**src/rtl/stack_ptr_if.sv**
```systemverilog
// Stack pointer control/status bundle between the control unit and the SP.
interface stack_ptr_if #(
  parameter int unsigned WIDTH = 16
);
  logic             inc;
  logic             dec;
  logic             ld;
  logic [WIDTH-1:0] ld_val;
  logic             clr_err;
  logic [WIDTH-1:0] out;
  logic             empty;
  logic             full;
  logic [WIDTH-1:0] depth;
  logic             ovf;
  logic             unf;
  logic             rng_err;

  // Control unit side: issues commands, observes pointer and status.
  modport master (
    output inc, dec, ld, ld_val, clr_err,
    input  out, empty, full, depth, ovf, unf, rng_err
  );

  // Stack pointer side.
  modport slave (
    input  inc, dec, ld, ld_val, clr_err,
    output out, empty, full, depth, ovf, unf, rng_err
  );
endinterface

```
**src/rtl/stack_ptr_unit.sv**
```systemverilog
// Downward-growing stack pointer with configurable step, direct load,
// full/empty/depth status and sticky overflow/underflow/range flags.
module stack_ptr_unit #(
  parameter int unsigned      WIDTH  = 16,
  parameter logic [WIDTH-1:0] TOP    = 16'h01FF,
  parameter logic [WIDTH-1:0] BOTTOM = 16'h0100,
  parameter int unsigned      STEP   = 1
) (
  input  logic        clk,
  input  logic        rst,
  stack_ptr_if.slave  bus
);

  localparam logic [WIDTH-1:0] STEP_W = WIDTH'(STEP);

  // Reject configurations that would let the pointer leave the legal,
  // step-aligned window.
  if (BOTTOM > TOP) begin : g_bad_range
    $fatal(1, "stack_ptr_unit: BOTTOM must not exceed TOP");
  end
  if (STEP < 1) begin : g_bad_step
    $fatal(1, "stack_ptr_unit: STEP must be at least 1");
  end else if (((TOP - BOTTOM) % STEP_W) != '0) begin : g_bad_align
    $fatal(1, "stack_ptr_unit: TOP-BOTTOM must be a multiple of STEP");
  end

  logic [WIDTH-1:0] out_q, out_d;
  logic             ovf_q, ovf_d;
  logic             unf_q, unf_d;
  logic             rng_err_q, rng_err_d;

  logic             is_empty;
  logic             is_full;
  logic             ld_ok;
  logic             ovf_evt;
  logic             unf_evt;
  logic             rng_evt;

  // The pointer is always step-aligned inside [BOTTOM, TOP], so "out <= TOP-STEP"
  // is exactly "not empty" and "out >= BOTTOM+STEP" is exactly "not full";
  // equality compares also avoid wrap in TOP-STEP / BOTTOM+STEP at the extremes.
  assign is_empty = (out_q == TOP);
  assign is_full  = (out_q == BOTTOM);
  assign ld_ok    = (bus.ld_val >= BOTTOM) && (bus.ld_val <= TOP) &&
                    (((TOP - bus.ld_val) % STEP_W) == '0);

  // Next pointer and error events: ld wins over inc/dec; inc+dec is a no-op.
  always_comb begin
    // NOTE: every always_comb output gets a default first so no path infers a latch.
    out_d   = out_q;
    ovf_evt = 1'b0;
    unf_evt = 1'b0;
    rng_evt = 1'b0;
    if (bus.ld) begin
      if (ld_ok) out_d   = bus.ld_val;
      else       rng_evt = 1'b1;
    end else if (bus.inc && !bus.dec) begin
      if (!is_empty) out_d   = out_q + STEP_W;
      else           unf_evt = 1'b1;
    end else if (bus.dec && !bus.inc) begin
      if (!is_full) out_d   = out_q - STEP_W;
      else          ovf_evt = 1'b1;
    end
  end

  // Sticky flags: a new event in the same cycle beats clr_err.
  always_comb begin
    ovf_d     = (ovf_q     && !bus.clr_err) || ovf_evt;
    unf_d     = (unf_q     && !bus.clr_err) || unf_evt;
    rng_err_d = (rng_err_q && !bus.clr_err) || rng_evt;
  end

  // State registers with synchronous reset overriding every command.
  always_ff @(posedge clk) begin
    // NOTE: sequential state uses non-blocking assignments so all flops update together.
    if (rst) begin
      out_q     <= TOP;
      ovf_q     <= 1'b0;
      unf_q     <= 1'b0;
      rng_err_q <= 1'b0;
    end else begin
      out_q     <= out_d;
      ovf_q     <= ovf_d;
      unf_q     <= unf_d;
      rng_err_q <= rng_err_d;
    end
  end

  assign bus.out     = out_q;
  assign bus.empty   = is_empty;
  assign bus.full    = is_full;
  assign bus.depth   = (TOP - out_q) / STEP_W;
  assign bus.ovf     = ovf_q;
  assign bus.unf     = unf_q;
  assign bus.rng_err = rng_err_q;

endmodule
```
**src/flat_wrapper.sv**
```systemverilog
// flat-port wrapper written by rule: the top's interface ports become plain ports
module stack_ptr_unit_flat 
#(
  parameter int unsigned      WIDTH  = 16,
  parameter logic [WIDTH-1:0] TOP    = 16'h01FF,
  parameter logic [WIDTH-1:0] BOTTOM = 16'h0100,
  parameter int unsigned      STEP   = 1
)
  (clk, rst, bus_inc, bus_dec, bus_ld, bus_ld_val, bus_clr_err, bus_out, bus_empty, bus_full, bus_depth, bus_ovf, bus_unf, bus_rng_err);
  stack_ptr_if #(.WIDTH(WIDTH)) bus_i ();
  input  logic clk;
  input  logic rst;
  input wire logic [$bits(bus_i.inc)-1:0] bus_inc;
  input wire logic [$bits(bus_i.dec)-1:0] bus_dec;
  input wire logic [$bits(bus_i.ld)-1:0] bus_ld;
  input wire logic [$bits(bus_i.ld_val)-1:0] bus_ld_val;
  input wire logic [$bits(bus_i.clr_err)-1:0] bus_clr_err;
  output wire logic [$bits(bus_i.out)-1:0] bus_out;
  output wire logic [$bits(bus_i.empty)-1:0] bus_empty;
  output wire logic [$bits(bus_i.full)-1:0] bus_full;
  output wire logic [$bits(bus_i.depth)-1:0] bus_depth;
  output wire logic [$bits(bus_i.ovf)-1:0] bus_ovf;
  output wire logic [$bits(bus_i.unf)-1:0] bus_unf;
  output wire logic [$bits(bus_i.rng_err)-1:0] bus_rng_err;
  assign bus_i.inc = bus_inc;
  assign bus_i.dec = bus_dec;
  assign bus_i.ld = bus_ld;
  assign bus_i.ld_val = bus_ld_val;
  assign bus_i.clr_err = bus_clr_err;
  assign bus_out = bus_i.out;
  assign bus_empty = bus_i.empty;
  assign bus_full = bus_i.full;
  assign bus_depth = bus_i.depth;
  assign bus_ovf = bus_i.ovf;
  assign bus_unf = bus_i.unf;
  assign bus_rng_err = bus_i.rng_err;
  stack_ptr_unit #(.WIDTH(WIDTH), .TOP(TOP), .BOTTOM(BOTTOM), .STEP(STEP)) u_core (.clk(clk), .rst(rst), .bus(bus_i));
endmodule
```
**config.mk**
```make
export PLATFORM = sky130hd
export DESIGN_NAME = stack_ptr_unit_flat
export DESIGN_NICKNAME = d
export VERILOG_FILES = /design/src/rtl/stack_ptr_if.sv /design/src/rtl/stack_ptr_unit.sv /design/src/flat_wrapper.sv
export SDC_FILE = /design/constraint.sdc
export NUM_CORES = 1
export LEC_CHECK = 0
export CAP_MARGIN = 25
export CORE_MARGIN = 2
export CORE_UTILIZATION = 47
export CTS_BUF_LIST = sky130_fd_sc_hd__clkbuf_8
export CTS_CLUSTER_SIZE = 14
export DETAILED_ROUTE_END_ITERATION = 12
export PLACE_DENSITY = 0.84
export SLEW_MARGIN = 20
export SYNTH_ARGS = -nofsm -noshare
export SYNTH_HDL_FRONTEND = slang
export SYNTH_SLANG_ARGS = --single-unit
```
**constraint.sdc**
```tcl
create_clock -name clk -period 3.1 [get_ports clk]
set_input_delay 0.62 -clock clk [delete_from_list [all_inputs] [get_ports clk]]
set_output_delay 0.62 -clock clk [all_outputs]
set_load 0.005 [all_outputs]
```
==> impl_metrics.json <==
{
  "final-setup-viol-count": 0,
  "synthMuxAreaShare_pct": 1.152,
  "clock_tree.buffer_depth": 2,
  "core_area_um2": 3606,
  "unrepaired_setup_endpoints_after_global_routing": "false",
  "fp.dieW_um": 64.81,
  "post_cts_resized": 0,
  "sequentialPowerShare_pct": 29.9,
  "die_h_um": 64.81,
  "route.detailed.vias_per_inst": 5.824,
  "worstPathRequired_ps": 2480,
  "antenna_found_initial": 0,
  "cts_setup_buffers": 0,
  "drt-initial-drc-count": 170,
  "synthesis.instances": 222,
  "critical_path.startpoint": "u_core.bus.out[9]",
  "netSwitchingFraction_pct": 36.38,
  "globalRouteTotalUtil_pct": 24.55,
  "register_to_register_path_depth": 9,
  "synth_top_cell_area_share_pct": 21.89,
  "vias": 1986,
  "max_freq_ghz": 0.3377,
  "crit-reg2reg-capture": "u_core.bus.out[7]",
  "classification_of_the_worst_setup_path": "flop to output port",
  "synthesis.nets": 262,
  "drt.antenna.violating_nets": 0,
  "avgRoutedWirePerCell_um": 14.62,
  "endpoint_kind": "output port",
  "critPathCapture": "bus_empty",
  "clk_sink_count": 19,
  "synthesis.yosys.warnings": 0,
  "rrSetupSlack_ps": 420,
  "global_route.overflow_total": 0,
  "sequential_fraction_of_the_synthesis_area_pct": 21.89,
  "route.detailed.drc": 0,
  "final.setup_skew_ps": 1.830,
  "clk_pin_slew_ps": 80,
  "yosys.area_share.xor_xnor_pct": 6.048,
  "layout.filler_cells": 281,
  "tightest_slew_ps": 608.5,
  "final-seq-area_um2": 380.4,
  "seq_cells_post_synth": 19,
  "grt_first_pass_wirelength_um": 8121,
  "p_comb_share_pct": 52.3,
  "total_switching_power_uw": 368.3,
  "design.die.area_um2": 4200,
  "wirelength_um": 4987,
  "ys_types": 51,
  "synth_area_leader_cell": "sky130_fd_sc_hd__dfxtp_1",
  "diode_count": 0,
  "most_instantiated_library_cell_after_synthesis": "sky130_fd_sc_hd__nand2_1",
  "timing.critical_path.arrival_ps": 2340,
  "ctsHtreeMaxLevel": 1,
  "number_of_rows_in_the_core_area": 22,
  "run_status": "complete, no violations",
  "grt_pass1_vias": 1822,
  "hold-worst-slack_ps": 466.0,
  "cts_tree": "yes",
  "p_leak_nw": 1.056,
  "io_buffer_count": 58,
  "cp_max_fo": 7,
  "clock-root-buffer": "sky130_fd_sc_hd__clkbuf_8",
  "syn_to_final_growth_pct": 44.13,
  "period_needed_ps": 2961,
  "drt_pre_antenna_iters": 4,
  "syn-cell-area_um2": 1738,
  "timing.max_cap.violations": 0,
  "hold_violations": 0,
  "synthTopCellsByCount": "sky130_fd_sc_hd__nand2_1 (24), sky130_fd_sc_hd__a21oi_1 (19), sky130_fd_sc_hd__dfxtp_1 (19)",
  "start_util_pct": 48.20,
  "postSynth.topFlopCell": "sky130_fd_sc_hd__dfxtp_1",
  "timing.final.crit_share_pct": 95.52,
  "hpwlAfterDp_um": 3922,
  "area_of_the_multi_input_gates_um2": 1255,
  "synth.avg_cell_area_um2": 7.828,
  "power.ir.vdd_worst_mv": 0.1624,
  "cell_internal_pwr_uw": 644.1,
  "final_design_area_no_fill_um2": 2505,
  "ios": 59,
  "power_frac_clock_pct": 17.9,
  "post_synth_edffs": 0,
  "place_congestion": 0.9257,
  "asyncSetResetFlopFracSynth_pct": 0,
  "simple_logic_cell_fraction_of_the_synthesized_area_pct": 22.25,
  "cellPowerDensity_nw_per_um2": 404.2,
  "cp_cell_sequence": "inv_1 -> ha_1 -> or3b_4 -> nor4b_4 -> clkdlybuf4s50_1",
  "hp-class": "flop to flop",
  "drive_above_1_share_pct": 8.191,
  "worst_stage_delay_on_the_critical_path_ps": 570,
  "compound_cell_area_share_of_the_yosys_netlist_pct": 29.37,
  "critical-path-slowest-cell": "sky130_fd_sc_hd__clkdlybuf4s50_1",
  "timing.max_slew.rel_slack_pct": 59.43,
  "worst_setup_start_kind": "flop",
  "report.final.slew_viol_count": 0,
  "fin_nets": 334,
  "dpl_cell_area_um2": 2460,
  "r2r_start": "u_core.bus.out[9]",
  "setup_tns_ps": 0,
  "cts_inserted_buffers": 3,
  "maximum_number_of_pins_on_one_net_before_global_route_repair": 13,
  "clk-insertion-delay-late_ps": 270,
  "leading_cell_types_by_total_area_after_synthesis": "sky130_fd_sc_hd__dfxtp_1 (22%), sky130_fd_sc_hd__ha_1 (12%), sky130_fd_sc_hd__a21oi_1 (5.5%), sky130_fd_sc_hd__nand2_1 (5.2%), sky130_fd_sc_hd__o211ai_1 (5.2%)",
  "yosys.area_share.adder_pct": 13.39,
  "ctsHoldBuffers": 0,
  "combinational_family_with_the_most_area_after_synthesis": "compound AO/OA/AOI/OAI gates"
}
==> state kept, by name, summed over array words and instances (netlist names) <==
| register | flops |
|---|---|
| u_core.bus.ovf | 1 |
| u_core.bus.out | 16 |
| u_core.bus.unf | 1 |
| u_core.bus.rng_err | 1 |
==> layout make-up <==
class | count | share of cell area (%)
clock buffer | 3 | 1.648
clock inverter | 1 | 0.1499
inverter | 17 | 2.547
multi-input combinational | 179 | 50.10
sequential | 19 | 15.18
tap | 48 | 2.398
timing repair buffer | 74 | 27.97
==> logic make-up after synthesis <==
| family | Yosys count |
|---|---|
| DFF | 19 |
| muxes | 2 |
| buffers and inverters | 24 |
| AOI/OAI and AO/OA | 73 |
| xor gates and xnor gates | 12 |
| adders and majority gates | 18 |
| and+or+nand+nor | 74 |
==> worst max-delay path: cells and delay by family, from the launching register on <==
family        cells  cell delay [ps]
fa+ha+maj         1              180
flops             1              380
simple gates      2              830
buf+inv           2              680
==> layer usage <==
layer	vias to the layer above	track usage, %	part of all wire, %
met2	82	39.69	45
met4	0	13.83	5.1
met1	904	31.14	45
met3	25	3.472	5.6
met5	-	0	0
li1	975	-	-
==> power groups by stage <==
stage / Sequential, mW / Combinational (mW) / Clock (mW)
floorplan: 0.301 / 0.302 / 0
global placement: 0.307 / 0.516 / 0
detailed placement: 0.308 / 0.525 / 0
CTS: 0.302 / 0.528 / 0.182
global route: 0.307 / 0.584 / 0.193
finish: 0.302 / 0.529 / 0.181
==> stage by stage <==
| step | power (mW) | instances | utilization (%) | setup slack, ps |
|---|---|---|---|---|
| after floorplan | 0.6030 | 222 | - | 241.4 |
| after global placement | 0.8222 | 337 | 68.22 | 61.25 |
| after detailed placement | 0.8325 | 337 | 68.22 | 0.8507 |
| after CTS | 1.012 | 341 | 69.47 | 140.6 |
| after global routing | 1.084 | 341 | 69.47 | 13.89 |
| final | 1.012 | 341 | 69.47 | 138.8 |
==> worst min path at each step <==
stage                            start            endpoint  slack [ps]  cells after the start
finish              u_core.bus.rng_err  u_core.bus.rng_err         470                      2
global route        u_core.bus.rng_err  u_core.bus.rng_err         510                      2
CTS                 u_core.bus.rng_err  u_core.bus.rng_err         470                      2
detailed placement  u_core.bus.rng_err  u_core.bus.rng_err         460                      2
global placement    u_core.bus.rng_err  u_core.bus.rng_err         460                      2
floorplan           u_core.bus.rng_err  u_core.bus.rng_err         460                      2
==> cells in the final DEF, fill, tap and decap left out, drive strengths merged, types with 2 or more instances in the layout <==
cell type       n
or3             3
clkdlybuf4s50  58
nor2           12
buf            16
nor3            6
nand2b          2
o21ai          10
o31ai           2
a21oi          19
o21a            5
ha             17
a211oi          5
inv            16
nor4b           3
dfxtp          19
xor2            4
nor4            4
nor2b           4
a32oi           3
a21o            2
clkinv          2
clkbuf          3
nand2          24
o32a            2
xnor2           8
mux2i           2
nand4           3
a31oi           2
o211ai         12
nand3           8
Note: power is estimated with default switching activity, not from simulation.
==> RTL edit 1: new RTL, config.mk and constraints unchanged <==
`WIDTH` is set to 16 in 3 places; all go to 18.
--- a/src/rtl/stack_ptr_if.sv
+++ b/src/rtl/stack_ptr_if.sv
@@ -1,6 +1,6 @@
 // Stack pointer control/status bundle between the control unit and the SP.
 interface stack_ptr_if #(
-  parameter int unsigned WIDTH = 16
+  parameter int unsigned WIDTH = 18
 );
   logic             inc;
   logic             dec;
--- a/src/rtl/stack_ptr_unit.sv
+++ b/src/rtl/stack_ptr_unit.sv
@@ -1,7 +1,7 @@
 // Downward-growing stack pointer with configurable step, direct load,
 // full/empty/depth status and sticky overflow/underflow/range flags.
 module stack_ptr_unit #(
-  parameter int unsigned      WIDTH  = 16,
+  parameter int unsigned      WIDTH  = 18,
   parameter logic [WIDTH-1:0] TOP    = 16'h01FF,
   parameter logic [WIDTH-1:0] BOTTOM = 16'h0100,
   parameter int unsigned      STEP   = 1
--- a/src/flat_wrapper.sv
+++ b/src/flat_wrapper.sv
@@ -1,7 +1,7 @@
 // flat-port wrapper written by rule: the top's interface ports become plain ports
 module stack_ptr_unit_flat 
 #(
-  parameter int unsigned      WIDTH  = 16,
+  parameter int unsigned      WIDTH  = 18,
   parameter logic [WIDTH-1:0] TOP    = 16'h01FF,
   parameter logic [WIDTH-1:0] BOTTOM = 16'h0100,
   parameter int unsigned      STEP   = 1
Ports: changed (resized bus_depth, bus_ld_val and bus_out); port bits go from 59 to 65. No check against the original RTL was run, so the function may have changed too.
==> RTL edit 1 against the original RTL <==
- sequential share of layout area decreased by 0.53 points
- setup slack improved by 0.0012 ns
- register-to-register slack improved by 0.08 ns
- final area increased by 15%
- total power increased by 19%
- highest routed layer unchanged
- synthesized area increased by 13%
- sequential cell count increased by 2
- wire length increased by 23%
- non-clock buffer count increased by 16
==> RTL edit 1: results <==
metrics = {
    "outcome": {
        "status": "completed",
    },
    "yosys": {
        "syn_inst": 255,
        "yosysSeqAreaShare_pct": 21.41,
        "synth_seq_cells": 21,
        "synthTopCellsByCount": "a21oi_1 (26), nand2_1 (26), dfxtp_1 (21)",
    },
    "drt": {
        "dr.pass1.iters": 5,
        "drt-total-wl_um": 6151,
        "drtIter0Drc": 154,
        "viasPerCell": 5.890,
        "wl_met1_um": 2484,
        "wl_per_cell_um": 15.77,
    },
    "power_and_ir_drop": {
        "vdd_drop_max_mv": 0.2218,
        "p_switching_mw": 0.4544,
        "p_clk_share_pct": 16.0,
    },
    "finish": {
        "multi_input_gates": 208,
        "largest_register_ffs": 18,
        "regArea_um2": 420.4,
        "fillers": 331,
        "buffers_excl_clock": 90,
    },
    "global_routing": {
        "first_global_vias": 2093,
        "met3_usage_pct": 3.896,
        "grt.met2_usage_pct": 47.96,
        "use_met1_pct": 31.26,
    },
    "timing": {
        "fin_worst_skew_ns": 0.003869,
        "max_slew_margin_pct": 66.04,
    },
    "critical_path": {
        "path_max_fanout": 6,
        "slowest_stage": "or4_1",
        "critPathMaxStageDelay_ns": 0.64,
    },
    "place": {
        "placedCellCount": 385,
    },
}
-- RTL edit 1: cell families (layout without fill, tap and decap cells) --
family | count (synthesis) | count (layout) | synth area share, %
buffers and inverters | 26 | 111 | 5.927
AND/OR/NAND/NOR | 92 | 92 | 25.30
XOR/XNOR | 21 | 21 | 9.369
multiplexers | 1 | 1 | 0.5099
flip-flops | 21 | 21 | 21.41
adder cells (fa/ha/maj) | 18 | 18 | 11.85
AO/OA/AOI/OAI | 76 | 76 | 25.62
-- RTL edit 1: timing repair --
action | CTS | global route
pin swaps | 0 | 1
endpoints found under the setup margin | 1 | 6
gates resized for setup | 1 | 3
setup buffers | 0 | 1
-- RTL edit 1: worst reg2reg max path, delay by kind of cell (launching register included) --
kind / cells / cell delay, ns
adders and majority gates: 1 / 0.19
AOI/OAI and AO/OA: 3 / 0.50
and+or+nand+nor: 4 / 1.00
DFF: 1 / 0.38
buffers and inverters: 2 / 0.43
-- RTL edit 1: path summary, 6_finish.rpt --
path	start	to	slack, ns	depth (start not counted)
hold reg to reg	u_core.bus.ovf	u_core.bus.ovf	0.48	2
setup / recovery	u_core.bus.out[9]	bus_full	0.14	4
setup reg to reg	u_core.bus.out[9]	u_core.bus.out[17]	0.50	10
hold / removal	u_core.bus.ovf	u_core.bus.ovf	0.48	2
-- RTL edit 1: through the flow --
| stage | setup TNS (ns) | area (um2) | worst slack, ns |
|---|---|---|---|
| 2_1_floorplan | 0 | 1963 | 0.08122 |
| 6_report | 0 | 2869 | 0.1400 |
| 4_1_cts | 0 | 2851 | 0.05689 |
| 3_5_place_dp | -1.027 | 2801 | -0.2233 |
| 3_3_place_gp | -0.4728 | 2801 | -0.1309 |
| 5_1_grt | 0 | 2869 | 0.02337 |
==> RTL edit 2: new RTL, same settings <==
Without the edit above. Reset style: asynchronous (`rst`), changed in one clocked block. Comments in the files are not updated.
--- a/src/rtl/stack_ptr_unit.sv
+++ b/src/rtl/stack_ptr_unit.sv
@@ -71,7 +71,7 @@
   end
 
   // State registers with synchronous reset overriding every command.
-  always_ff @(posedge clk) begin
+  always_ff @(posedge clk or posedge rst) begin
     // NOTE: sequential state uses non-blocking assignments so all flops update together.
     if (rst) begin
       out_q     <= TOP;
Behaviour: differs if rst is asserted again (counterexample within 4 cycles, from zero or initial values and one cycle with rst high); with rst held inactive, the same outputs for 10 cycles.
==> RTL edit 2 against the original RTL <==
- fmax shrank 2.6%
- setup slack lost 0.078 ns
- die area grew 5.7%
- synthesized area grew 6.0%
- sequential cell count is the same
- final area grew 5.5%
- count of clock-buffer cells in the layout is the same
- wire length grew 11%
- critical endpoint is now u_core.bus.out[11]
Power is not compared: it rests on default switching activity, and its combinational part moved more than twofold at a synthesized area within 25%.
==> RTL edit 2: results <==
metrics = {
    "finish": {
        "largest_register_ffs": 16,
        "drive_above_1_share_pct": 15.92,
        "syn_to_final_growth_pct": 43.45,
        "fillers": 301,
    },
    "yosys": {
        "synth_compound_area_share_pct": 25.53,
        "synth-xor-area-share_pct": 6.178,
        "ys_top_cells_by_area": "dfrtp_1 (14%), dfstp_2 (13%), ha_1 (12%)",
        "ys.flop_type": "dfrtp_1",
        "synth_cell_types": 53,
        "synthTopCellsByCount": "a21oi_1 (19), nand2_1 (19), ha_1 (17)",
        "synthMuxAreaShare_pct": 1.086,
        "syn_inst": 215,
        "synthAdderAreaFrac_pct": 12.63,
        "yosysSeqAreaShare_pct": 26.41,
        "syn-num-nets": 255,
        "async_reset_ff_share_pct": 100.0,
    },
    "outcome": {
        "status": "completed",
    },
    "place": {
        "placedCellCount": 333,
        "dpl_cell_area_mm2": 0.002576,
        "dp_hpwl_um": 4274,
        "place_ws_ns": -0.1082,
        "routabilityCongestion": 0.9100,
    },
    "timing": {
        "tightest_slew_ns": 0.7583,
        "hold_slack_ns": 0.4964,
        "layout_setup_ws_ns": 0.06070,
        "fin_worst_skew_ns": 0.002034,
    },
    "critical_path": {
        "r2r-start": "u_core.bus.out[0]",
        "rr_worst_depth": 8,
        "r2r_setup_slack_ns": 0.47,
        "path_max_fanout": 9,
        "r2r-end": "u_core.bus.out[14]",
    },
    "drt": {
        "wl_per_cell_um": 16.45,
        "vias": 1983,
        "wl_met3_um": 400,
        "dr_wl_met2_um": 2705,
        "dr.pass1.iters": 4,
        "wl_met1_um": 2350,
        "viasPerCell": 5.884,
    },
    "hold_path": {
        "hold_end": "u_core.bus.ovf",
        "hold_path_startpoint": "u_core.bus.ovf",
        "hold_depth": 1,
    },
    "clocking": {
        "cts.reportedPaths.clkPinSlew_ns": 0.08,
    },
    "global_routing": {
        "use_met1_pct": 33.19,
        "track_usage_pct": 25.72,
        "grt_pass1_wl_um": 8825,
        "first_global_vias": 1902,
        "grt_max_degree": 20,
        "met3_usage_pct": 3.209,
        "grt.met2_usage_pct": 45.00,
    },
    "power_and_ir_drop": {
        "p_leak_nw": 1.118,
    },
}
## RTL edit 2: cell count changes in the layout (fill, tap and decap cells not counted), sizes merged, moves of 4 or more
cell,delta
dfxtp,-19
dfstp,+9
nand3,-5
nand2,-5
a31oi,+4
dfrtp,+10
nor2,+5
o211ai,-10
## RTL edit 2: repair_timing
item / 4_1_cts / 5_1_grt
endpoints found under the hold margin: 0 / 0
resized for setup: 0 / 6
setup buffers: 0 / 0
endpoints found under the setup margin: 0 / 2
## RTL edit 2: cell type report
cell class	count	share of cell area, %
clock inverter	1	0.1420
timing repair buffer	76	27.07
tap	48	2.272
sequential	19	18.46
clock buffer	3	1.562
multi-input combinational	174	48.23
inverter	16	2.272
## RTL edit 2: where the power goes
| group | switching [mW] | internal, mW |
|---|---|---|
| clock network | 0.0933 | 0.0884 |
| registers | 0.146 | 0.353 |
| logic | 0.681 | 0.809 |
| total | 0.921 | 1.25 |
## RTL edit 2: critical path, stage by stage
cell and delay [ns]:
clkdlybuf4s50_1 0.43, nand2b_1 0.19, buf_4 0.19, ha_1 0.36
a21oi_1 0.12, o21ai_0 0.34, o21bai_1 0.25, nor4_1 0.38
a31oi_1 0.11, a41oi_2 0.23
## RTL edit 2: worst max path at each step
stage                                    end  slack [ns]         startpoint  cells past startpoint
after floorplan           u_core.bus.out[14]        0.27            bus_dec                      9
after CTS                      bus_depth[15]        0.09  u_core.bus.out[9]                      6
after detailed placement  u_core.bus.out[11]       -0.11            bus_dec                     10
after global routing      u_core.bus.out[11]       -0.06            bus_dec                     10
final                     u_core.bus.out[11]        0.06            bus_dec                     10
after global placement    u_core.bus.out[14]       -0.02            bus_dec                     10
